File: src/rtl/uart_pkg.sv
// Shared UART TX definitions: byte width, arbiter FSM encoding, width helper.
// Latency: n/a (types and constants only).
// Backpressure: n/a.
package uart_pkg;

   localparam int BYTE_W = 8;

   localparam logic [2:0] S_IDLE  = 3'd0;
   localparam logic [2:0] S_LOAD  = 3'd1;
   localparam logic [2:0] S_SEND  = 3'd2;
   localparam logic [2:0] S_DRAIN = 3'd3;
   localparam logic [2:0] S_GAP   = 3'd4;

   typedef enum logic [2:0] {
      IDLE  = S_IDLE,
      LOAD  = S_LOAD,
      SEND  = S_SEND,
      DRAIN = S_DRAIN,
      GAP   = S_GAP
   } state_t;

   // Ceiling log2; callers pass value >= 2 so the result is at least 1.
   function automatic int clog2(input int value);
      int w;
      w = 0;
      for (int i = 0; i < 31; i++) begin
         if ((1 << i) < value) w = i + 1;
      end
      return w;
   endfunction

endpackage

File: src/rtl/uart_tx_arbiter_if.sv
// Source-side and uart_tx-side signals of the TX arbiter.
// Latency: n/a (wiring only).
// Backpressure: ReqReady per source, TxBusy from uart_tx.
interface uart_tx_arbiter_if
   import uart_pkg::*;
#(
   parameter int NUM_REQ = 3
);
   logic [NUM_REQ-1:0]        Req;
   logic [BYTE_W*NUM_REQ-1:0] ReqData;
   logic [NUM_REQ-1:0]        ReqLast;
   logic [NUM_REQ-1:0]        ReqReady;
   logic [NUM_REQ-1:0]        Grant;
   logic [2:0]                GrantId;
   logic                      Active;
   logic                      Aborted;
   logic [BYTE_W-1:0]         TxData;
   logic                      TxStart;
   logic                      TxBusy;

   modport slave (
      input  Req, ReqData, ReqLast, TxBusy,
      output ReqReady, Grant, GrantId, Active, Aborted, TxData, TxStart
   );

   modport master (
      output Req, ReqData, ReqLast, TxBusy,
      input  ReqReady, Grant, GrantId, Active, Aborted, TxData, TxStart
   );
endinterface

File: src/rtl/uart_tx_arbiter_rr_pick.sv
// Round-robin picker: first set request at or above ptr, wrapping, as one-hot and index.
// Latency: combinational.
// Backpressure: none.
module rr_pick #(
   parameter int N = 3
) (
   input  logic [N-1:0] req,
   input  logic [2:0]   ptr,
   output logic [N-1:0] gnt,
   output logic [2:0]   idx,
   output logic         any
);
   int k;

   always_comb begin
      gnt = '0;
      idx = '0;
      any = 1'b0;
      k   = 0;
      for (int i = 0; i < N; i++) begin
         k = (int'(ptr) + i) % N;
         if (!any && req[k]) begin
            any    = 1'b1;
            gnt[k] = 1'b1;
            idx    = 3'(k);
         end
      end
   end
endmodule

File: src/rtl/uart_tx_arbiter.sv
// Message-granular round-robin arbiter feeding one uart_tx from NUM_REQ byte sources.
// Latency: byte accepted at edge N -> TxStart high in cycle N+1.
// Backpressure: only the owner sees ReqReady, and only in LOAD while TxBusy is low.
module uart_tx_arbiter
   import uart_pkg::*;
#(
   parameter int NUM_REQ     = 3,
   parameter int GAP_CYCLES  = 16,
   parameter int STALL_LIMIT = 4096
) (
   input  logic             CLK_100MHz,
   input  logic             Reset_n,
   uart_tx_arbiter_if.slave bus
);
   localparam int STALL_W = clog2(STALL_LIMIT + 1);
   localparam int GAP_W   = clog2(GAP_CYCLES + 2);

   state_t              state;
   logic [2:0]          rr_ptr;
   logic [STALL_W-1:0]  stall_cnt;
   logic [GAP_W-1:0]    gap_cnt;
   logic                last_q;

   logic [NUM_REQ-1:0]  pick_gnt;
   logic [2:0]          pick_idx;
   logic                pick_any;
   logic [BYTE_W-1:0]   owner_data;
   logic                owner_last;
   logic                xfer;
   logic                stall_hit;
   logic                msg_done;
   logic [2:0]          next_ptr;

   rr_pick #(.N(NUM_REQ)) u_pick (
      .req (bus.Req),
      .ptr (rr_ptr),
      .gnt (pick_gnt),
      .idx (pick_idx),
      .any (pick_any)
   );

   assign bus.ReqReady = (state == LOAD && !bus.TxBusy) ? bus.Grant : '0;
   assign xfer         = |(bus.Req & bus.ReqReady);
   assign owner_last   = |(bus.ReqLast & bus.Grant);
   assign stall_hit    = (stall_cnt >= STALL_W'(STALL_LIMIT - 1));
   assign next_ptr     = (bus.GrantId >= 3'(NUM_REQ - 1)) ? 3'd0 : bus.GrantId + 3'd1;

   // A message ends either on its last byte draining or on a stall timeout.
   assign msg_done = (state == LOAD && !xfer && stall_hit) ||
                     (state == DRAIN && !bus.TxBusy && last_q);

   always_comb begin
      owner_data = '0;
      for (int i = 0; i < NUM_REQ; i++) begin
         if (bus.Grant[i]) owner_data = bus.ReqData[BYTE_W*i +: BYTE_W];
      end
   end

   always_ff @(posedge CLK_100MHz or negedge Reset_n) begin
      if (!Reset_n) begin
         state       <= IDLE;
         rr_ptr      <= '0;
         stall_cnt   <= '0;
         gap_cnt     <= '0;
         last_q      <= 1'b0;
         bus.Grant   <= '0;
         bus.GrantId <= '0;
         bus.Active  <= 1'b0;
         bus.Aborted <= 1'b0;
         bus.TxData  <= '0;
         bus.TxStart <= 1'b0;
      end else begin
         bus.TxStart <= 1'b0;
         bus.Aborted <= 1'b0;
         case (state)
            IDLE: begin
               if (pick_any) begin
                  bus.Grant   <= pick_gnt;
                  bus.GrantId <= pick_idx;
                  bus.Active  <= 1'b1;
                  stall_cnt   <= '0;
                  state       <= LOAD;
               end
            end
            LOAD: begin
               if (xfer) begin
                  bus.TxData  <= owner_data;
                  bus.TxStart <= 1'b1;
                  last_q      <= owner_last;
                  stall_cnt   <= '0;
                  state       <= SEND;
               end else if (stall_hit) begin
                  bus.Aborted <= 1'b1;
                  stall_cnt   <= STALL_W'(STALL_LIMIT);
               end else begin
                  stall_cnt   <= stall_cnt + 1'b1;
               end
            end
            SEND: begin
               if (bus.TxBusy) state <= DRAIN;
            end
            DRAIN: begin
               if (!bus.TxBusy && !last_q) state <= LOAD;
            end
            GAP: begin
               if (gap_cnt >= GAP_W'(GAP_CYCLES - 1)) begin
                  bus.Grant  <= '0;
                  bus.Active <= 1'b0;
                  rr_ptr     <= next_ptr;
                  state      <= IDLE;
               end else begin
                  gap_cnt <= gap_cnt + 1'b1;
               end
            end
            default: state <= IDLE;
         endcase

         // With no gap configured the owner is released straight from LOAD/DRAIN.
         if (msg_done) begin
            gap_cnt <= '0;
            if (GAP_CYCLES == 0) begin
               bus.Grant  <= '0;
               bus.Active <= 1'b0;
               rr_ptr     <= next_ptr;
               state      <= IDLE;
            end else begin
               state <= GAP;
            end
         end
      end
   end
endmodule

File: src/flat_wrapper.sv
// flat-port wrapper written by rule: the top's interface ports become plain ports
module uart_tx_arbiter_flat import uart_pkg::*;
#(
   parameter int NUM_REQ     = 3,
   parameter int GAP_CYCLES  = 16,
   parameter int STALL_LIMIT = 4096
)
  (CLK_100MHz, Reset_n, bus_Req, bus_ReqData, bus_ReqLast, bus_TxBusy, bus_ReqReady, bus_Grant, bus_GrantId, bus_Active, bus_Aborted, bus_TxData, bus_TxStart);
  uart_tx_arbiter_if #(.NUM_REQ(NUM_REQ)) bus_i ();
  input  logic CLK_100MHz;
  input  logic Reset_n;
  input wire logic [$bits(bus_i.Req)-1:0] bus_Req;
  input wire logic [$bits(bus_i.ReqData)-1:0] bus_ReqData;
  input wire logic [$bits(bus_i.ReqLast)-1:0] bus_ReqLast;
  input wire logic [$bits(bus_i.TxBusy)-1:0] bus_TxBusy;
  output wire logic [$bits(bus_i.ReqReady)-1:0] bus_ReqReady;
  output wire logic [$bits(bus_i.Grant)-1:0] bus_Grant;
  output wire logic [$bits(bus_i.GrantId)-1:0] bus_GrantId;
  output wire logic [$bits(bus_i.Active)-1:0] bus_Active;
  output wire logic [$bits(bus_i.Aborted)-1:0] bus_Aborted;
  output wire logic [$bits(bus_i.TxData)-1:0] bus_TxData;
  output wire logic [$bits(bus_i.TxStart)-1:0] bus_TxStart;
  assign bus_i.Req = bus_Req;
  assign bus_i.ReqData = bus_ReqData;
  assign bus_i.ReqLast = bus_ReqLast;
  assign bus_i.TxBusy = bus_TxBusy;
  assign bus_ReqReady = bus_i.ReqReady;
  assign bus_Grant = bus_i.Grant;
  assign bus_GrantId = bus_i.GrantId;
  assign bus_Active = bus_i.Active;
  assign bus_Aborted = bus_i.Aborted;
  assign bus_TxData = bus_i.TxData;
  assign bus_TxStart = bus_i.TxStart;
  uart_tx_arbiter #(.NUM_REQ(NUM_REQ), .GAP_CYCLES(GAP_CYCLES), .STALL_LIMIT(STALL_LIMIT)) u_core (.CLK_100MHz(CLK_100MHz), .Reset_n(Reset_n), .bus(bus_i));
endmodule
File: config.mk
export PLATFORM = sky130hd
export DESIGN_NAME = uart_tx_arbiter_flat
export DESIGN_NICKNAME = d
export VERILOG_FILES = /design/src/rtl/uart_pkg.sv /design/src/rtl/uart_tx_arbiter_if.sv /design/src/rtl/uart_tx_arbiter_rr_pick.sv /design/src/rtl/uart_tx_arbiter.sv /design/src/flat_wrapper.sv
export SDC_FILE = /design/constraint.sdc
export NUM_CORES = 1
export LEC_CHECK = 0
export BUFFER_PORTS_ARGS = -buffer_cell sky130_fd_sc_hd__buf_4
export CORE_MARGIN = 2
export CORE_UTILIZATION = 45
export DETAILED_ROUTE_END_ITERATION = 16
export GPL_TIMING_DRIVEN = 0
export MAX_ROUTING_LAYER = met4
export PLACE_DENSITY = 0.78
export SKIP_CTS_REPAIR_TIMING = 1
export SYNTH_ARGS = -nofsm -noshare
export SYNTH_HDL_FRONTEND = slang
export SYNTH_HIERARCHICAL = 1
export SYNTH_SLANG_ARGS = --single-unit
File: constraint.sdc
create_clock -name CLK_100MHz -period 5.8 [get_ports CLK_100MHz]
set_clock_uncertainty 0.1 [all_clocks]
set_input_delay 0.29 -clock CLK_100MHz [delete_from_list [all_inputs] [get_ports CLK_100MHz]]
set_output_delay 0.29 -clock CLK_100MHz [all_outputs]
set_load 0.02 [all_outputs]
==> results of run 1 <==
## power by group through the flow
| stage | Sequential (mW) | Clock (mW) | Combinational [mW] |
|---|---|---|---|
| finish | 0.466 | 0.216 | 1.46 |
| CTS | 0.466 | 0.220 | 1.38 |
| global route | 0.479 | 0.235 | 1.62 |
| detailed placement | 0.471 | 0 | 1.38 |
| floorplan | 0.488 | 0 | 1.01 |
| global placement | 0.463 | 0 | 1.34 |
## cells in the mapped netlist, drive strengths merged, types with 3 or more instances
| cell type | n | area share [%] |
|---|---|---|
| o21a | 3 | 0.65 |
| o22ai | 4 | 0.72 |
| a22oi | 10 | 2.2 |
| mux2i | 6 | 1.7 |
| xnor2 | 10 | 3.2 |
| nand4 | 5 | 1.1 |
| or3b | 3 | 0.76 |
| nor4 | 5 | 0.90 |
| nor2b | 7 | 1.3 |
| a21oi | 11 | 1.8 |
| a31oi | 7 | 1.3 |
| nand2 | 37 | 4.0 |
| nand2b | 4 | 0.72 |
| clkbuf | 9 | 0.98 |
| nor4b | 4 | 1.4 |
| buf | 4 | 0.54 |
| and2 | 4 | 0.80 |
| o21ai | 34 | 5.0 |
| nand3 | 12 | 1.7 |
| nor3 | 11 | 1.6 |
| nor2 | 24 | 2.8 |
| nor3b | 6 | 1.3 |
| ha | 24 | 8.7 |
| and3 | 8 | 1.5 |
| a22o | 5 | 1.4 |
| a211oi | 3 | 0.65 |
| inv | 26 | 2.9 |
| dfrtp | 42 | 30 |
| o31ai | 8 | 1.7 |
| nand3b | 5 | 1.1 |
| mux2 | 12 | 4.0 |
## how the worst max path moves through the flow
stage / slack (ns) / depth (start not counted) / startpoint / to
3_3_place_gp: 0.22 / 18 / u_core/rr_ptr[0] / u_core/stall_cnt[10]
4_1_cts: 0.12 / 18 / u_core/rr_ptr[0] / u_core/stall_cnt[10]
2_1_floorplan: 1.06 / 18 / u_core/rr_ptr[0] / u_core/stall_cnt[10]
5_1_grt: 0.15 / 21 / u_core/rr_ptr[0] / u_core/bus.Grant[0]
6_report: 0.55 / 18 / u_core/rr_ptr[0] / u_core/stall_cnt[10]
3_5_place_dp: 0.15 / 18 / u_core/rr_ptr[0] / u_core/stall_cnt[10]
## per-stage QoR
| step | instances | hold WS, ns |
|---|---|---|
| 2_1_floorplan | 392 | -0.106 |
| 3_3_place_gp | 543 | 0.200 |
| 3_5_place_dp | 543 | 0.201 |
| 4_1_cts | 551 | -0.115 |
| 5_1_grt | 555 | 0.239 |
| 6_report | 555 | 0.223 |
## worst reg2reg max path, delay by kind of cell (launching register included)
kind	cells	cell delay (ns)
AO/OA/AOI/OAI	5	0.96
XOR/XNOR	1	0.23
AND/OR/NAND/NOR	4	0.96
flip-flops	1	0.49
adder cells (fa/ha/maj)	3	1.02
multiplexers	1	0.46
buffers and inverters	4	0.93
## flip-flops by register name, summed over array words and instances (netlist names)
| name | count |
|---|---|
| u_core/bus.Aborted | 1 |
| u_core/bus.GrantId | 3 |
| u_core/bus.Active | 1 |
| u_core/gap_cnt | 5 |
| u_core/state | 3 |
| u_core/last_q | 1 |
| u_core/bus.TxData | 8 |
| u_core/bus.TxStart | 1 |
| u_core/stall_cnt | 13 |
| u_core/rr_ptr | 3 |
| u_core/bus.Grant | 3 |
## routing by layer
metal  global-route usage, %  up-vias  wire length, um
li1                        -     1594                -
met1                    27.9     1513             3980
met2                    33.5       90             3890
met3                    3.86        9              463
met4                    4.17        0               59
met5                       -        -                0
## area by class of cell
cell class | count | area share, %
tap | 99 | 3.00
buffer | 13 | 1.27
inverter | 26 | 2.43
multi-input combinational | 311 | 54.9
clock buffer | 8 | 2.67
timing repair buffer | 56 | 10.3
sequential | 42 | 25.5
## cell families after synthesis
family                   count (synthesis)  synth area share (%)
buffers and inverters                   39                  4.41
AO/OA/AOI/OAI                          114                  24.3
XOR/XNOR                                11                  3.44
multiplexers                            18                  5.75
AND/OR/NAND/NOR                        144                  23.0
flip-flops                              42                  30.4
adder cells (fa/ha/maj)                 24                  8.68
==> metrics.md, run 1 <==
| Metric | Value |
|---|---|
| Flip-flop and latch area | 1050 um^2 |
| Hold endpoint | u_core/last_q |
| Iter 0 DRT Violations | 200 |
| ANT cells | 0 |
| End of the worst register-to-register path | u_core/stall_cnt[10] |
| TNS Setup | 0 ns |
| Yosys warnings | 6 |
| Total number of vias | approximately 3200 |
| Post-Route WL | roughly 8400 um |
| Pre-CTS WS | 0.154 ns |
| Mean Syn Cell Area | 8.82 um^2 |
| GRT Util Overall | between 20% and 30% |
| Switching Fraction | 48.2% |
| Placed inst area | between 3000 and 4000 um^2 |
| Placed wire-length estimate | roughly 6400 um |
| Max VDD drop | 0.245 mV |
| Hold Path Origin | bus_ReqLast[2] |
| Startpoint Class | flop |
| Max incr delay on CP | 0.49 ns |
| CP Max Fanout | 10 |
| CTS root buf | clkbuf_8 |
| Hold/Removal Path Class | input pin to flop |
| CTS tree | yes |
| Hold path cells | 3 |
| Power Total | 2.14 mW |
| Fin crit period | around 5.3 ns |
| Final core occ | 56.3% |
| Critical Path RT | between 5 and 6 ns |
| Post-DRT Antenna Nets | 0 |
| Clk_lat worst skew | about 0.29 ns |
| WP data arrival | about 5.3 ns |
| Syn Nets | 449 |
| Area added between synthesis and finish | 19.3% |
| CP most frequent cell | ha_1 |
| Ys flop type | dfrtp_1 |
| # IOs | between 50 and 60 |
| Seq/Total Area, Yosys | 30.4% |
| Core area | roughly 7300 um^2 |
| P per Cell Area | 519 nW/um^2 |
| Post-synth EDFFs | 0 |
| P_leak | ~1.9 nW |
| Max Buffers Root-to-Sink | 2 |
| CP cell instances | buf_2, buf_1, inv_1, ha_1, ha_1, a21o_1, a21oi_2, a21oi_2, xnor2_2, inv_2, ha_1, nor4b_4, mux2_2, nand3_1, nor2_1, nor3_2, o31ai_1, a22o_2 |
| Synth unique cells | 75 |
| Sequential share of power | 21.8% |
| Routed len/inst | around 15 um |
| Reg2Reg Depth | 18 |
| Crit end category | flop |
| Clock sinks | 42 |
| Crit-path slowest cell | dfrtp_1 |
| Reg2reg start | u_core/rr_ptr[0] |
| Vias per cell | ~5.8 |
| Most frequent cells in the layout | buf_4 (55), dfrtp_1 (42), nand2_1 (37) |
| Final worst slack | ~0.55 ns |
| Commonest non-fill, non-tap cell in the layout | buf_4 |
| Worst slew pin tran | 0.676 ns |
| Vias in the first global route | roughly 3100 |
| Horiz. Die Dim | 91.7 um |
| Htree depth | 2 |
| FMAX | about 190 MHz |
| Combinational power share | 68.2% |
| Fraction of layout cells with a size suffix above 1 | a little under a quarter |
| Max cap viols | 0 |
| Iteration count of the initial detailed-routing pass | 5 |
| Fillers | ~650 |
| RSZ-0062 raised after global routing | no |
| Initial antenna violation count | 0 |
| Die Y | approximately 92 um |
| Final setup vio count | 0 |
| First-pass GRT wire length | 14200 um |
| Die area | approximately 8400 um^2 |
| WP buf/inv | 4 |
| Max-slew violations | 0 |
| Port Buffers | between 50 and 60 |
| Largest net degree at the start of global routing | 43 |
| Psw | 1.03 mW |
| CTS buffer count | 5 |
| Clock Power Share | between 10% and 20% |
| Reg-to-reg slack, setup | around 0.55 ns |
| Cells after synthesis | 392 |
| Final Hold Vio Count | 0 |
| FP Rows | 31 |
| Total grt overflow | 0 |
| Flops & latches, synth | 42 |
| Register clock-pin slew on the reported worst setup and hold paths | roughly 0.080 ns |
| Status | completed |
| Drc violations | 0 |
| Starting Density | a little under half |
| WS Path Type | flop to flop |
| Layout Nets | about 500 |
| Slew margin rel. | 54.7% |
| Pint | between 1 and 1.5 mW |
| Period utilization | between 90% and 100% |
| Post-synth ARST share | 100% |
| Gpl congestion | 0.913 |
| Mapped Area | 3460 um^2 |
| Non-Filler Cell Area, Final | 4130 um^2 |
| Kind of cell adding the most delay to the critical path | adder cells |
| Multi-input gate area | about 2300 um^2 |
Note: power is estimated with default switching activity, not from simulation.
==> run 2, diff against run 1 <==
Settings changed: CAP_MARGIN set to 10, GPL_TIMING_DRIVEN 0 to unset.
==> metrics.md, run 2 (same netlist as run 1, synthesis figures left out) <==
| Metric | Value |
|---|---|
| Register clock-pin slew on the reported worst setup and hold paths | 0.08 ns |
| CTS root buf | clkbuf_8 |
| Area added between synthesis and finish | 17.7% |
| Max cap viols | 0 |
| Kind of cell adding the most delay to the critical path | simple AND/OR/NAND/NOR gates |
| Hold endpoint | u_core/last_q |
| Die Y | 91.7 um |
| First-pass GRT wire length | about 15000 um |
| Layout Nets | between 400 and 500 |
| P per Cell Area | ~500 nW/um^2 |
| Placed wire-length estimate | roughly 6300 um |
| Initial antenna violation count | 0 |
| Commonest non-fill, non-tap cell in the layout | buf_4 |
| Largest register by flop count | u_core/stall_cnt |
| Reg2Reg Depth | 17 |
| ANT cells | 0 |
| Htree depth | 2 |
| Fillers | 655 |
| Max incr delay on CP | around 0.57 ns |
| Met3 Resource Use GR | approximately 2.7% |
| WS Path Type | flop to flop |
| CTS buffer count | 5 |
| Post-Route WL | approximately 8400 um |
| Critical Path RT | about 6 ns |
| RSZ-0062 raised after global routing | no |
| Most frequent cells in the layout | buf_4 (54), dfrtp_1 (42), nand2_1 (37) |
| FMAX | between 150 and 200 MHz |
| Core area | 7330 um^2 |
| Hold/Removal Path Class | input pin to flop |
| Iter 0 DRT Violations | ~200 |
| Final setup vio count | 0 |
| Power Total | between 2 and 2.5 mW |
| CP most frequent cell | ha_1 |
| Reg2reg start | u_core/rr_ptr[2] |
| Max Buffers Root-to-Sink | 2 |
| GR peak layer | met2 |
| Routed len/inst | approximately 15 um |
| Max-slew violations | 0 |
| Largest regs | u_core/stall_cnt (13), u_core/bus.TxData (8), u_core/gap_cnt (5) |
| Total grt overflow | 0 |
| Clock sinks | between 40 and 50 |
| Fin crit period | between 5 and 6 ns |
| Hold slack final | around 0.22 ns |
| Vias in the first global route | around 3100 |
| TNS Setup | 0 ns |
| Met1 usage | between 20 and 30% |
| CP cell instances | ha_1, and2_1, nor2_1, ha_1, a21o_1, a21oi_2, a21oi_2, xnor2_2, inv_2, ha_1, nor4b_4, mux2_2, nand3_1, nor2_1, nor3_1, o31ai_1, a22o_2 |
| Hold path cells | 3 |
| Largest net degree at the start of global routing | 43 |
| Largest register FFs | 13 |
| FP Rows | 31 |
| Post-DRT Antenna Nets | 0 |
| Drc violations | 0 |
| Max VDD drop | ~0.33 mV |
| GRT Util Overall | a little over a fifth |
| CP Max Fanout | 12 |
| End of the worst register-to-register path | u_core/stall_cnt[10] |
| Startpoint Class | flop |
| Period utilization | 89.7% |
| Horiz. Die Dim | approximately 90 um |
| Iteration count of the initial detailed-routing pass | 5 |
| Clk_lat worst skew | a little under 0.3 ns |
| Total number of vias | approximately 3200 |
| Slew margin rel. | a little over half |
| Final Hold Vio Count | 0 |
| Gpl congestion | ~0.9 |
| Met2 track demand over resource | 36.0% |
| Port Buffers | 52 |
| P_leak | roughly 1.8 nW |
| Crit-path slowest cell | dfrtp_1 |
| Fraction of layout cells with a size suffix above 1 | between 20% and 30% |
| WP buf/inv | 1 |
| Hold Path Origin | bus_ReqLast[2] |
| CTS tree | yes |
| Vias per cell | 5.92 |
| Worst slew pin tran | 0.676 ns |
| Die area | 8400 um^2 |
| # IOs | 53 |
| Reg-to-reg slack, setup | 0.60 ns |
| Starting Density | a little under half |
| Crit end category | flop |
| Status | completed |
| WP data arrival | about 5.3 ns |
==> run 2: changes by cell type in the layout (fill, tap and decap cells not counted) <==
cell / change
nor3_1: +2
bufinv_16: +1
clkbuf_4: +1
nor4_2: +1
clkbuf_8: -3
clkbuf_1: -8
nor4_1: -1
buf_4: -1
nor3_2: -2
buf_1: -1
buf_2: -3
clkinvlp_4: +1
==> run 2: how the worst max path moves through the flow <==
stage / slack, ns / depth (start not counted) / startpoint / endpoint
2_1_floorplan: 1.06 / 18 / u_core/rr_ptr[0] / u_core/stall_cnt[10]
3_3_place_gp: 0.86 / 17 / u_core/rr_ptr[2] / u_core/stall_cnt[10]
4_1_cts: 0.66 / 17 / u_core/rr_ptr[2] / u_core/stall_cnt[10]
6_report: 0.60 / 17 / u_core/rr_ptr[2] / u_core/stall_cnt[10]
3_5_place_dp: 0.67 / 17 / u_core/rr_ptr[2] / u_core/stall_cnt[10]
5_1_grt: 0.24 / 17 / u_core/rr_ptr[2] / u_core/stall_cnt[10]
==> run 2: power breakdown <==
part           switching [mW]  internal (mW)  total (mW)
clock                   0.103          0.128       0.232
combinational           0.797          0.579        1.38
sequential              0.105          0.374       0.479
==> run 2: cell type report <==
type                            count  area, um^2  area share, %
Tap cell                           99         124           3.04
Multi-Input combinational cell    311        2260           55.6
Clock inverter                      2        37.5          0.923
Clock buffer                        6        72.6           1.78
Sequential cell                    42        1050           25.8
Inverter                           26         100           2.46
Timing Repair Buffer               56         423           10.4
==> run 2: routing by layer <==
metal  vias up  part of all wire [%]
met5         -                     0
li1       1575                     -
met3         7                   5.3
met1      1513                    46
met2       114                    48
met4         0                  0.66
==> run 2: through the flow <==
step	cells	setup WS, ns	instance area (um^2)	util [%]
floorplan	392	1.06	3460	-
global placement	532	0.860	3940	53.8
detailed placement	532	0.673	3940	53.8
CTS	540	0.665	4050	55.3
global route	542	0.242	4070	55.5
finish	542	0.597	4070	55.5
==> run 2: worst min-delay path: stages <==
cell,delay (ns)
buf_4,0.07
a222oi_1,0.06
a21oi_1,0.15
